### src/rtl/mcdt_pkg.sv
// Shared types and default constants for the multi-channel data transfer block.
package mcdt_pkg;

    typedef enum logic [0:0] {
        ARB_FIXED = 1'b0,
        ARB_RR    = 1'b1
    } arb_mode_e;

    localparam int NUM_CH_DEF = 3;
    localparam int DW_DEF     = 32;
    localparam int DEPTH_DEF  = 32;

    // Channel-id width; a single bit is still needed for two channels.
    function automatic int id_width(input int n);
        return (n <= 2) ? 1 : $clog2(n);
    endfunction

endpackage

### src/rtl/mcdt_fifo.sv
// Per-channel synchronous FIFO with registered ready and free-slot margin.
module mcdt_fifo #(
    parameter  int DW    = 32,
    parameter  int DEPTH = 32,
    localparam int AW    = $clog2(DEPTH),
    localparam int MW    = AW + 1
) (
    input  logic          clk_i,
    input  logic          rst_i,
    input  logic [DW-1:0] wdata_i,
    input  logic          push_i,
    input  logic          pop_i,
    output logic [DW-1:0] rdata_o,
    output logic          empty_o,
    output logic          ready_o,
    output logic [MW-1:0] margin_o
);

    logic [DW-1:0] mem_q [DEPTH];
    logic [MW-1:0] wr_ptr_q, wr_ptr_d;
    logic [MW-1:0] rd_ptr_q, rd_ptr_d;
    logic [MW-1:0] margin_q, margin_d;
    logic [MW-1:0] count_s, count_d;
    logic          ready_q, ready_d;
    logic          push_s, pop_s, empty_s, full_s;

    // Pointer, occupancy and flag next-state; the extra pointer bit separates full from empty.
    always_comb begin
        count_s  = wr_ptr_q - rd_ptr_q;
        empty_s  = (wr_ptr_q == rd_ptr_q);
        full_s   = (count_s == MW'(DEPTH));
        push_s   = push_i & ready_q & ~full_s;
        pop_s    = pop_i & ~empty_s;
        wr_ptr_d = wr_ptr_q + MW'(push_s);
        rd_ptr_d = rd_ptr_q + MW'(pop_s);
        count_d  = count_s + MW'(push_s) - MW'(pop_s);
        ready_d  = (count_d != MW'(DEPTH));
        margin_d = MW'(DEPTH) - count_d;
    end

    // State registers; ready stays low while reset is held.
    always_ff @(posedge clk_i or posedge rst_i) begin
        if (rst_i) begin
            wr_ptr_q <= '0;
            rd_ptr_q <= '0;
            ready_q  <= 1'b0;
            margin_q <= MW'(DEPTH);
        end else begin
            wr_ptr_q <= wr_ptr_d;
            rd_ptr_q <= rd_ptr_d;
            ready_q  <= ready_d;
            margin_q <= margin_d;
        end
    end

    // Storage array; contents need no reset since the pointers gate visibility.
    always_ff @(posedge clk_i) begin
        if (push_s) begin
            mem_q[wr_ptr_q[AW-1:0]] <= wdata_i;
        end
    end

    assign rdata_o  = mem_q[rd_ptr_q[AW-1:0]];
    assign empty_o  = empty_s;
    assign ready_o  = ready_q;
    assign margin_o = margin_q;

endmodule

### src/rtl/mcdt_n.sv
// N-channel FIFO concentrator: per-channel FIFOs, fixed or round-robin arbiter, and a stallable output register.
module mcdt_n
    import mcdt_pkg::*;
#(
    parameter  int        NUM_CH   = NUM_CH_DEF,
    parameter  int        DW       = DW_DEF,
    parameter  int        DEPTH    = DEPTH_DEF,
    parameter  arb_mode_e ARB_MODE = ARB_FIXED,
    localparam int        MW       = $clog2(DEPTH) + 1,
    localparam int        IDW      = id_width(NUM_CH)
) (
    input  logic                 clk_i,
    input  logic                 rst_i,
    input  logic [NUM_CH*DW-1:0] ch_data_i,
    input  logic [NUM_CH-1:0]    ch_valid_i,
    output logic [NUM_CH-1:0]    ch_ready_o,
    output logic [NUM_CH*MW-1:0] ch_margin_o,
    output logic [DW-1:0]        mcdt_data_o,
    output logic                 mcdt_val_o,
    output logic [IDW-1:0]       mcdt_id_o,
    input  logic                 mcdt_ready_i
);

    logic [NUM_CH-1:0]    pop_s, empty_s;
    logic [NUM_CH*DW-1:0] rdata_s;
    logic [DW-1:0]        sel_data_s, data_q, data_d;
    logic [IDW-1:0]       grant_s, cand_s, id_q, id_d, last_grant_q, last_grant_d;
    logic                 found_s, out_free_s, do_pop_s, val_q, val_d;
    int                   cand_int_s;

    for (genvar n = 0; n < NUM_CH; n++) begin : g_ch
        mcdt_fifo #(
            .DW    (DW),
            .DEPTH (DEPTH)
        ) u_fifo (
            .clk_i    (clk_i),
            .rst_i    (rst_i),
            .wdata_i  (ch_data_i[n*DW +: DW]),
            .push_i   (ch_valid_i[n]),
            .pop_i    (pop_s[n]),
            .rdata_o  (rdata_s[n*DW +: DW]),
            .empty_o  (empty_s[n]),
            .ready_o  (ch_ready_o[n]),
            .margin_o (ch_margin_o[n*MW +: MW])
        );
    end

    // Arbiter: first non-empty channel, scanning from 0 (fixed) or from last_grant+1 (round-robin).
    always_comb begin
        grant_s    = '0;
        found_s    = 1'b0;
        cand_int_s = 0;
        cand_s     = '0;
        for (int i = 0; i < NUM_CH; i++) begin
            cand_int_s = (ARB_MODE == ARB_RR) ? (int'(last_grant_q) + 1 + i) : i;
            cand_int_s = (cand_int_s >= NUM_CH) ? (cand_int_s - NUM_CH) : cand_int_s;
            cand_s     = IDW'(cand_int_s);
            if (!found_s && !empty_s[cand_s]) begin
                found_s = 1'b1;
                grant_s = cand_s;
            end else begin
                grant_s = grant_s;
            end
        end
    end

    // Read-data mux for the granted channel.
    always_comb begin
        sel_data_s = '0;
        for (int n = 0; n < NUM_CH; n++) begin
            if (grant_s == IDW'(n)) begin
                sel_data_s = rdata_s[n*DW +: DW];
            end else begin
                sel_data_s = sel_data_s;
            end
        end
    end

    // Output register next-state: load on pop, clear when drained, hold while stalled.
    always_comb begin
        out_free_s   = ~val_q | mcdt_ready_i;
        do_pop_s     = out_free_s & found_s;
        pop_s        = '0;
        data_d       = data_q;
        id_d         = id_q;
        val_d        = val_q;
        last_grant_d = last_grant_q;
        if (do_pop_s) begin
            pop_s[grant_s] = 1'b1;
            data_d         = sel_data_s;
            id_d           = grant_s;
            val_d          = 1'b1;
            last_grant_d   = grant_s;
        end else if (out_free_s) begin
            val_d = 1'b0;
        end else begin
            val_d = val_q;
        end
    end

    // Output and arbitration state; last_grant resets so the first round-robin grant is channel 0.
    always_ff @(posedge clk_i or posedge rst_i) begin
        if (rst_i) begin
            data_q       <= '0;
            id_q         <= '0;
            val_q        <= 1'b0;
            last_grant_q <= IDW'(NUM_CH - 1);
        end else begin
            data_q       <= data_d;
            id_q         <= id_d;
            val_q        <= val_d;
            last_grant_q <= last_grant_d;
        end
    end

    assign mcdt_data_o = data_q;
    assign mcdt_id_o   = id_q;
    assign mcdt_val_o  = val_q;

endmodule

### config.mk
export PLATFORM = sky130hd
export DESIGN_NAME = mcdt_n
export DESIGN_NICKNAME = d
export VERILOG_FILES = /design/src/rtl/mcdt_pkg.sv /design/src/rtl/mcdt_fifo.sv /design/src/rtl/mcdt_n.sv
export SDC_FILE = /design/constraint.sdc
export NUM_CORES = 2
export LEC_CHECK = 0
export CORE_MARGIN = 5
export CORE_UTILIZATION = 57
export DETAILED_ROUTE_END_ITERATION = 12
export PLACE_DENSITY = 0.77
export SETUP_SLACK_MARGIN = 0.4
export SLEW_MARGIN = 0
export SYNTH_ARGS = -nofsm -noshare
export SYNTH_HDL_FRONTEND = slang
export SYNTH_HIERARCHICAL = 1
export SYNTH_SLANG_ARGS = --single-unit
### constraint.sdc
create_clock -name clk_i -period 5.5 [get_ports clk_i]
set_clock_uncertainty 0.05 [all_clocks]
set_input_delay 1.1 -clock clk_i [delete_from_list [all_inputs] [get_ports clk_i]]
set_output_delay 1.1 -clock clk_i [all_outputs]
set_load 0.03 [all_outputs]
# Word-level counts from Yosys, hierarchy flattened
# Memories as Yosys holds them, arrays and structs flattened.
# Index checks and enable logic that the tools add are counted.
# W data, S select, Z words.
classes:
  bitwise_logic: 18
  n_addsub: 18
  mux: 19
  magnitude_cmp: 2
  reduce_logical: 8
  eq_ne: 11
op_table:
  columns: ["operator", "count"]
  rows:
  - ["$mux W32", 3]
  - ["$add A6 B1 Y6", 9]
  - ["$eq A6 B6 Y1", 3]
  - ["$eq A6 B6 Y1 const B", 3]
  - ["$ne A6 B6 Y1 const B", 3]
  - ["$sub A6 B1 Y6", 3]
  - ["$sub A6 B6 Y6", 3]
  - ["$sub A6 B6 Y6 const A", 3]
  - ["$mux W1", 13]
  - ["$and A1 B1 Y1", 10]
  - ["$not A1 Y1", 7]
  - ["$logic_and A1 B1 Y1", 3]
  - ["$logic_not A1 Y1", 3]
  - ["$lt A2 B3 Y1 const B", 1]
  - ["$mux W3", 1]
  - ["$demux W1 S2", 1]
  - ["$eq A2 B1 Y1 const B", 1]
  - ["$eq A2 B2 Y1 const B", 1]
  - ["$ge A2 B1 Y1 const B", 1]
  - ["$logic_not A2 Y1", 1]
  - ["$mux W2", 1]
  - ["$reduce_bool A2 Y1", 1]
  - ["$or A1 B1 Y1", 1]
word_totals:
  regBits: 92
  n_memories: 3
  elab_cells: 94
  out_inout_bits: 56
  inputBits: 102
  ramBits: 3072
mem_list:
  columns: ["name", "depth", "width", "rd", "rd_clocked_by_memory_dff", "wr", "line", "source"]
  rows:
  - ["g_ch[0].u_fifo.mem_q", 32, 32, 1, 0, 1, "mcdt_fifo.sv:19", "logic [DW-1:0] mem_q [DEPTH];"]
  - ["g_ch[1].u_fifo.mem_q", 32, 32, 1, 0, 1, "mcdt_fifo.sv:19", null]
  - ["g_ch[2].u_fifo.mem_q", 32, 32, 1, 0, 1, "mcdt_fifo.sv:19", null]

# Logic depth before layout (Yosys ltp)
depth:
  ltp_word: 15
  depth_mapped: 21
  mapped_depth_nobuf: 18

# Modules after synthesis
# The synthesis kept the hierarchy.
by_module_without_submodules:
  columns: ["module", "cells_each", "area_per_inst_um2", "seq_area_each_um2", "n_inst"]
  rows:
  - ["mcdt_fifo at g_ch[0].u_fifo ...", 1845, 39944.6, 31226.2, 2]
  - ["mcdt_fifo at g_ch[2].u_fifo", 1986, 40517.6, 31226.2, 1]
  - ["mcdt_n", 244, 2105.8, 875.8, 1]

# Worst setup path after synthesis
# OpenSTA, ideal clock, no wires.
synth_path:
  kind: "reg-to-reg"
  start: "register g_ch[2].u_fifo.rd_ptr_q[1]"
  end: "register g_ch[2].u_fifo.ready_q"
  required_ps: 5314
  synth_period_minus_slack_ps: 4853
  path_buffers: 3
  path_slack_ps: 647
  path_stages_with_launch: 21
  arrival_time_ps: 4666
  path_cell_list: "dfrtp_1 > buf_2 > buf_2 > buf_1 > inv_1 > ha_1 > nor2b_1 > o21ai_0 > nand2_1 > xnor2_1 > ha_1 > nand4_1 > nand3_1 > ha_1 > inv_1 > ha_1 > fa_1 > and3b_1 > or4_1 > and2_1 > or3b_2"
synth_via:
  elab_chain_cells: 12
  elab_cells_between_ends: 21
synth_lines:
  columns: ["element", "line", "source"]
  rows:
  - ["from (decl)", "mcdt_fifo.sv:21", "logic [MW-1:0] rd_ptr_q, rd_ptr_d;"]
  - ["from (signal assigned)", "mcdt_fifo.sv:50", "rd_ptr_q <= rd_ptr_d;"]
  - ["parallel branches: the longest is 10 deep, another holds $sub A6 B6 Y6", null, null]
  - ["$sub A6 B1 Y6 (*)", "mcdt_fifo.sv:36", "count_d = count_s + MW'(push_s) - MW'(pop_s);"]
  - ["$ne A6 B6 Y1 (*)", "mcdt_fifo.sv:37", "ready_d = (count_d != MW'(DEPTH));"]
  - ["net g_ch[2].u_fifo.ready_d", "mcdt_fifo.sv:24", "logic ready_q, ready_d;"]
  - ["to (signal assigned)", "mcdt_fifo.sv:51", "ready_q <= ready_d;"]
  - ["to (decl)", "mcdt_fifo.sv:24", null]
# Mark *: on every way through the listed nets, which the timed path passes.
# A chain may end at the register's enable or synchronous reset.

# Worst setup path after layout
layout_path:
  start: "register g_ch[1].u_fifo.wr_ptr_q[3]"
  end: "register g_ch[2].u_fifo.ready_q"
layout_via:
  elab_chain_cells: 15
  elab_cells_between_ends: 19
layout_lines:
  columns: ["element", "line", "source"]
  rows:
  - ["from (decl)", "mcdt_fifo.sv:20", "logic [MW-1:0] wr_ptr_q, wr_ptr_d;"]
  - ["from (signal assigned)", "mcdt_fifo.sv:49", "wr_ptr_q <= wr_ptr_d;"]
  - ["$eq A6 B6 Y1 (*)", "mcdt_fifo.sv:30", "empty_s = (wr_ptr_q == rd_ptr_q);"]
  - ["net empty_s[1]", "mcdt_n.sv:24", "logic [NUM_CH-1:0] pop_s, empty_s;"]
  - ["$logic_not A1 Y1 (*)", "mcdt_n.sv:58", "if (!found_s && !empty_s[cand_s]) begin"]
  - ["$logic_and A1 B1 Y1 (*)", "mcdt_n.sv:58", null]
  - ["$mux W1", "mcdt_n.sv:58", null]
  - ["$logic_not A1 Y1", "mcdt_n.sv:58", null]
  - ["$logic_and A1 B1 Y1", "mcdt_n.sv:58", null]
  - ["$mux W2", "mcdt_n.sv:58", null]
  - ["[... 2 more ...]", null, null]
  - ["$mux W1 (not written as such)", "mcdt_n.sv:89", "pop_s[grant_s] = 1'b1;"]
  - ["$demux W1 S2", "mcdt_n.sv:89", null]
  - ["$mux W3 (*)", "mcdt_n.sv:88", "if (do_pop_s) begin"]
  - ["net pop_s[2]", "mcdt_n.sv:24", null]
  - ["$and A1 B1 Y1 (*)", "mcdt_fifo.sv:33", "pop_s = pop_i & ~empty_s;"]
  - ["$sub A6 B1 Y6 (*)", "mcdt_fifo.sv:36", null]
  - ["$ne A6 B6 Y1 (*)", "mcdt_fifo.sv:37", null]
  - ["net g_ch[2].u_fifo.ready_d", "mcdt_fifo.sv:24", null]
# The timed path passes the listed nets; every way through them passes the cells marked *.

==> reports/summary.md <==
## Status
* **run status** finished, final reports clean

## Power
* **post-layout total power** 0.0706 W
* **static leakage** 44.3 nW
* **Max IR drop VDD** 485 µV
* **power density relative to cell area** 508 nW/µm²

## Critical path
* **library cell appearing most often on the critical path** sky130_fd_sc_hd__ha_1
* **Critical Path AT** 5.75 ns
* **sort of element at the start of the critical path** flop
* **setup slack on the worst flop-to-flop path** 0.50 ns
* **number of buffer and inverter instances along the worst setup path** 2
* **slowest stage cell, crit path** sky130_fd_sc_hd__dfrtp_1
* **critical path endpoint category** flop
* **Setup CP Type** reg2reg
* **critical path's top delay family** simple AND/OR/NAND/NOR gates
* **r2r worst-path depth** 15
* **worst path required time** 6.24 ns
* **Max Fanout on Critical Path** 11
* **series of cell instances along the critical path** ha_1 > nand4_1 > nor3_4 > buf_4 > nand2_1 > nor3_2 > nor2b_2 > ha_1 > inv_1 > ha_1 > fa_1 > and3b_1 > or4_1 > and2_1 > or3b_2
* **worst reg2reg startpoint** g_ch[1].u_fifo/wr_ptr_q[3]
* **endpoint of the worst-slack reg-to-reg timing path** g_ch[2].u_fifo/ready_o
* **largest stage delay on the critical path** 0.50 ns

## Logic synthesis
* **Seq cells post-synth** 3164
* **Most used DFF post-synth** sky130_fd_sc_hd__edfxtp_1
* **count of mapped cells out of synthesis** 5920
* **top area cells in the synthesized netlist** sky130_fd_sc_hd__edfxtp_1, sky130_fd_sc_hd__mux4_2, sky130_fd_sc_hd__mux2_2, sky130_fd_sc_hd__mux2i_1, sky130_fd_sc_hd__dfrtp_1
* **number of distinct library cell variants in the gate-level netlist after synthesis** 63
* **Post-Synthesis Cell Area** 123000 µm²
* **synthesized net count** 6082
* **Avg Synthesized Cell Area** 20.7 µm²
* **count of synthesis-stage warnings from yosys** 6
* **share of the yosys chip area belonging to registers** 77.2%
* **proportion of netlist area held by the largest area contributor** 75.3%
* **fraction of registers with async set/reset** 2.91%
* **cell type contributing the most total cell area after synthesis** sky130_fd_sc_hd__edfxtp_1
* **number of synthesized flops with an enable pin** 3072

## STA
* **Fin Setup TNS** 0 ns
* **relative max-transition margin** 5.76%
* **setup violation total in the final timing report** 0
* **Period minus WS final** 5.00 ns
* **hold slack** 0.436 ns
* **Final Max Slew Viols** 0
* **part of the cycle the worst path needs** 91.0%
* **highest clock rate** 200 MHz
* **final hold violations** 0
* **Worst-Margin Slew** 1.41 ns
* **setup repair after global routing missed its margin** no

## CTS
* **insertion delay to the later sink of the worst-skew pair** 0.96 ns
* **number of CTS-inserted buffers** 322
* **maximum root-to-sink buffer count** 4
* **Sink Count** 3164
* **CTS Hold Buffers Added** 0
* **cell at the root of the clock tree** sky130_fd_sc_hd__clkbuf_16
* **H-tree depth** 5
* **postcts setup bufs** 0
* **Worst-path clk slew** 0.06 ns
* **CTS tree** built

## Die
* **Boundary Pins** 158
* **Placement Rows** 170
* **area of the die** 224000 µm²
* **floorplan die width** 474 µm
* **Core Region** 214000 µm²
* **floorplan die height** 474 µm
* **Initial Util** 57.2%

## Global routing
* **met1 layer usage reported by global route** 37.8%
* **number of global-route vias before repair** 64600
* **largest net degree at the start of global routing** 135
* **first-pass GRT wire length** 454000 µm
* **GR Overflow Total** 0
* **GRT met2 Usage** 44.7%
* **antenna violations before repair** 23
* **GRT met3 Usage** 6.47%
* **layer carrying the most global-route usage** met2
* **gr usage total** 28.1%

## Place
* **Detail Placement HPWL** 174000 µm
* **final estimated routing congestion in global placement** 0.902
* **Buffers on Ports** 157

## Hold path
* **hold wc startpoint** g_ch[0].u_fifo/wr_ptr_q[5]
* **classification of the worst-slack hold path** reg2reg
* **hold path endpoint** g_ch[0].u_fifo/wr_ptr_q[5]
* **Worst Hold Depth** 1

## Route
* **antenna viol nets, final** 0
* **routed vias/inst** 6.80
* **number of DRC violations after detailed-routing iteration 0** 8852
* **DR DRC count** 0
* **Pre-antenna DRT Iters** 7
* **total via count after detailed routing** 63600
* **routed wire length** 315000 µm
* **Wirelength per Cell** 33.7 µm

## Final layout
* **number of filler cells placed in the layout** 13200
* **most common library cell in the layout ignoring fill and taps** sky130_fd_sc_hd__edfxtp_1
* **Area growth syn-to-layout** 13.5%
* **Nets** 6428
* **share of post-route cells with drive strength above 1** 23.8%
* **most frequent cells in the layout** sky130_fd_sc_hd__edfxtp_1, sky130_fd_sc_hd__mux4_2, sky130_fd_sc_hd__clkbuf_16

## Flow run
* **max_cap viols** 0

## cells by family after synthesis
| kind of cell | synth area share (%) |
|---|---|
| AO/OA/AOI/OAI | 4.90 |
| XOR/XNOR | 0.357 |
| adder cells (fa/ha/maj) | 0.650 |
| buffers and inverters | 1.53 |
| flip-flops | 77.2 |
| multiplexers | 13.9 |
| AND/OR/NAND/NOR | 1.52 |
## how the worst max path moves through the flow
stage | startpoint | end | slack, ns | depth (start not counted)
2_1_floorplan | g_ch[2].u_fifo/rd_ptr_q[1] | g_ch[2].u_fifo/ready_o | 0.65 | 20
3_3_place_gp | mcdt_ready_i | g_ch[2].u_fifo/ready_o | 0.29 | 12
3_5_place_dp | mcdt_ready_i | g_ch[2].u_fifo/ready_o | 0.26 | 12
4_1_cts | g_ch[1].u_fifo/wr_ptr_q[4] | g_ch[2].u_fifo/ready_o | 0.44 | 15
5_1_grt | g_ch[1].u_fifo/wr_ptr_q[3] | g_ch[2].u_fifo/ready_o | 0.42 | 15
6_report | g_ch[1].u_fifo/wr_ptr_q[3] | g_ch[2].u_fifo/ready_o | 0.50 | 15
## cell type report
| type | instances | area, µm² | area share [%] |
|---|---|---|---|
| multi-input cells | 2344 | 26900 | 19.4 |
| inverters | 74 | 278 | 0.200 |
| flip-flops and latches | 3164 | 94600 | 68.1 |
| clock inverters | 152 | 1290 | 0.925 |
| clock buffers | 403 | 8580 | 6.17 |
| repair buffers | 360 | 3740 | 2.69 |
| well taps | 2838 | 3550 | 2.55 |
| diodes | 10 | 25.0 | 0.0180 |
## power by group
part	switching, W	internal (W)
combinational	0.0122	0.00835
sequential	0.000800	0.0284
clock	0.00873	0.0120
total	0.0218	0.0488
## Yosys cell counts (all sizes together), types with 6 or more instances
cell and n:
nand3 39, nor3 14, and3 11, a22o 32
nand2b 8, o21ai 17, a211oi 7, mux4 512
mux2 256, a2111oi 6, mux2i 256, o31ai 35
fa 6, nand3b 11, inv 74, xor2 23
buf 158, o221ai 141, ha 54, a32o 13
a21oi 158, a22oi 224, nor3b 7, xnor2 27
dfrtp 89, edfxtp 3072, nand4 6, nor2b 23
o22ai 128, nand2 32, a211o 33, or3 6
nor2 196, o32a 15, clkbuf 180, or3b 7
## per-layer routing
metal | up-vias | part of all wire [%]
met5 | - | 0.043
met4 | 20 | 5.1
met3 | 723 | 12
met2 | 4321 | 48
met1 | 33000 | 35
li1 | 25500 | -
## registers in the layout, indices dropped and copies added, names as in the netlist
name                  count
g_ch.u_fifo/margin_o     18
g_ch.u_fifo/rd_ptr_q     18
mcdt_id_o                 2
mcdt_data_o              32
g_ch.u_fifo/mem_q      3072
g_ch.u_fifo/ready_o       3
g_ch.u_fifo/wr_ptr_q     18
mcdt_val_o                1
## timing repair
| item | in CTS | in global routing |
|---|---|---|
| endpoints found under the setup margin | 0 | 4 |
| resized for setup | 0 | 3 |
| endpoints found under the hold margin | 0 | 0 |
## metrics by stage
step | util [%] | worst slack (ns) | cells | area, µm²
2_1_floorplan | - | 0.647 | 5920 | 123000
3_3_place_gp | 60.3 | 0.294 | 8780 | 129000
3_5_place_dp | 60.3 | 0.258 | 8780 | 129000
5_1_grt | 64.9 | 0.424 | 9338 | 139000
4_1_cts | 64.9 | 0.440 | 9335 | 139000
6_report | 64.9 | 0.497 | 9345 | 139000
## worst reg2reg max path: cells and delay by family (launching register included)
family	cells	cell delay, ns
adders and majority gates	4	1.29
buffers and inverters	2	0.29
and+or+nand+nor	9	2.77
DFF	1	0.50
Power figures use the tool's default switching activity.
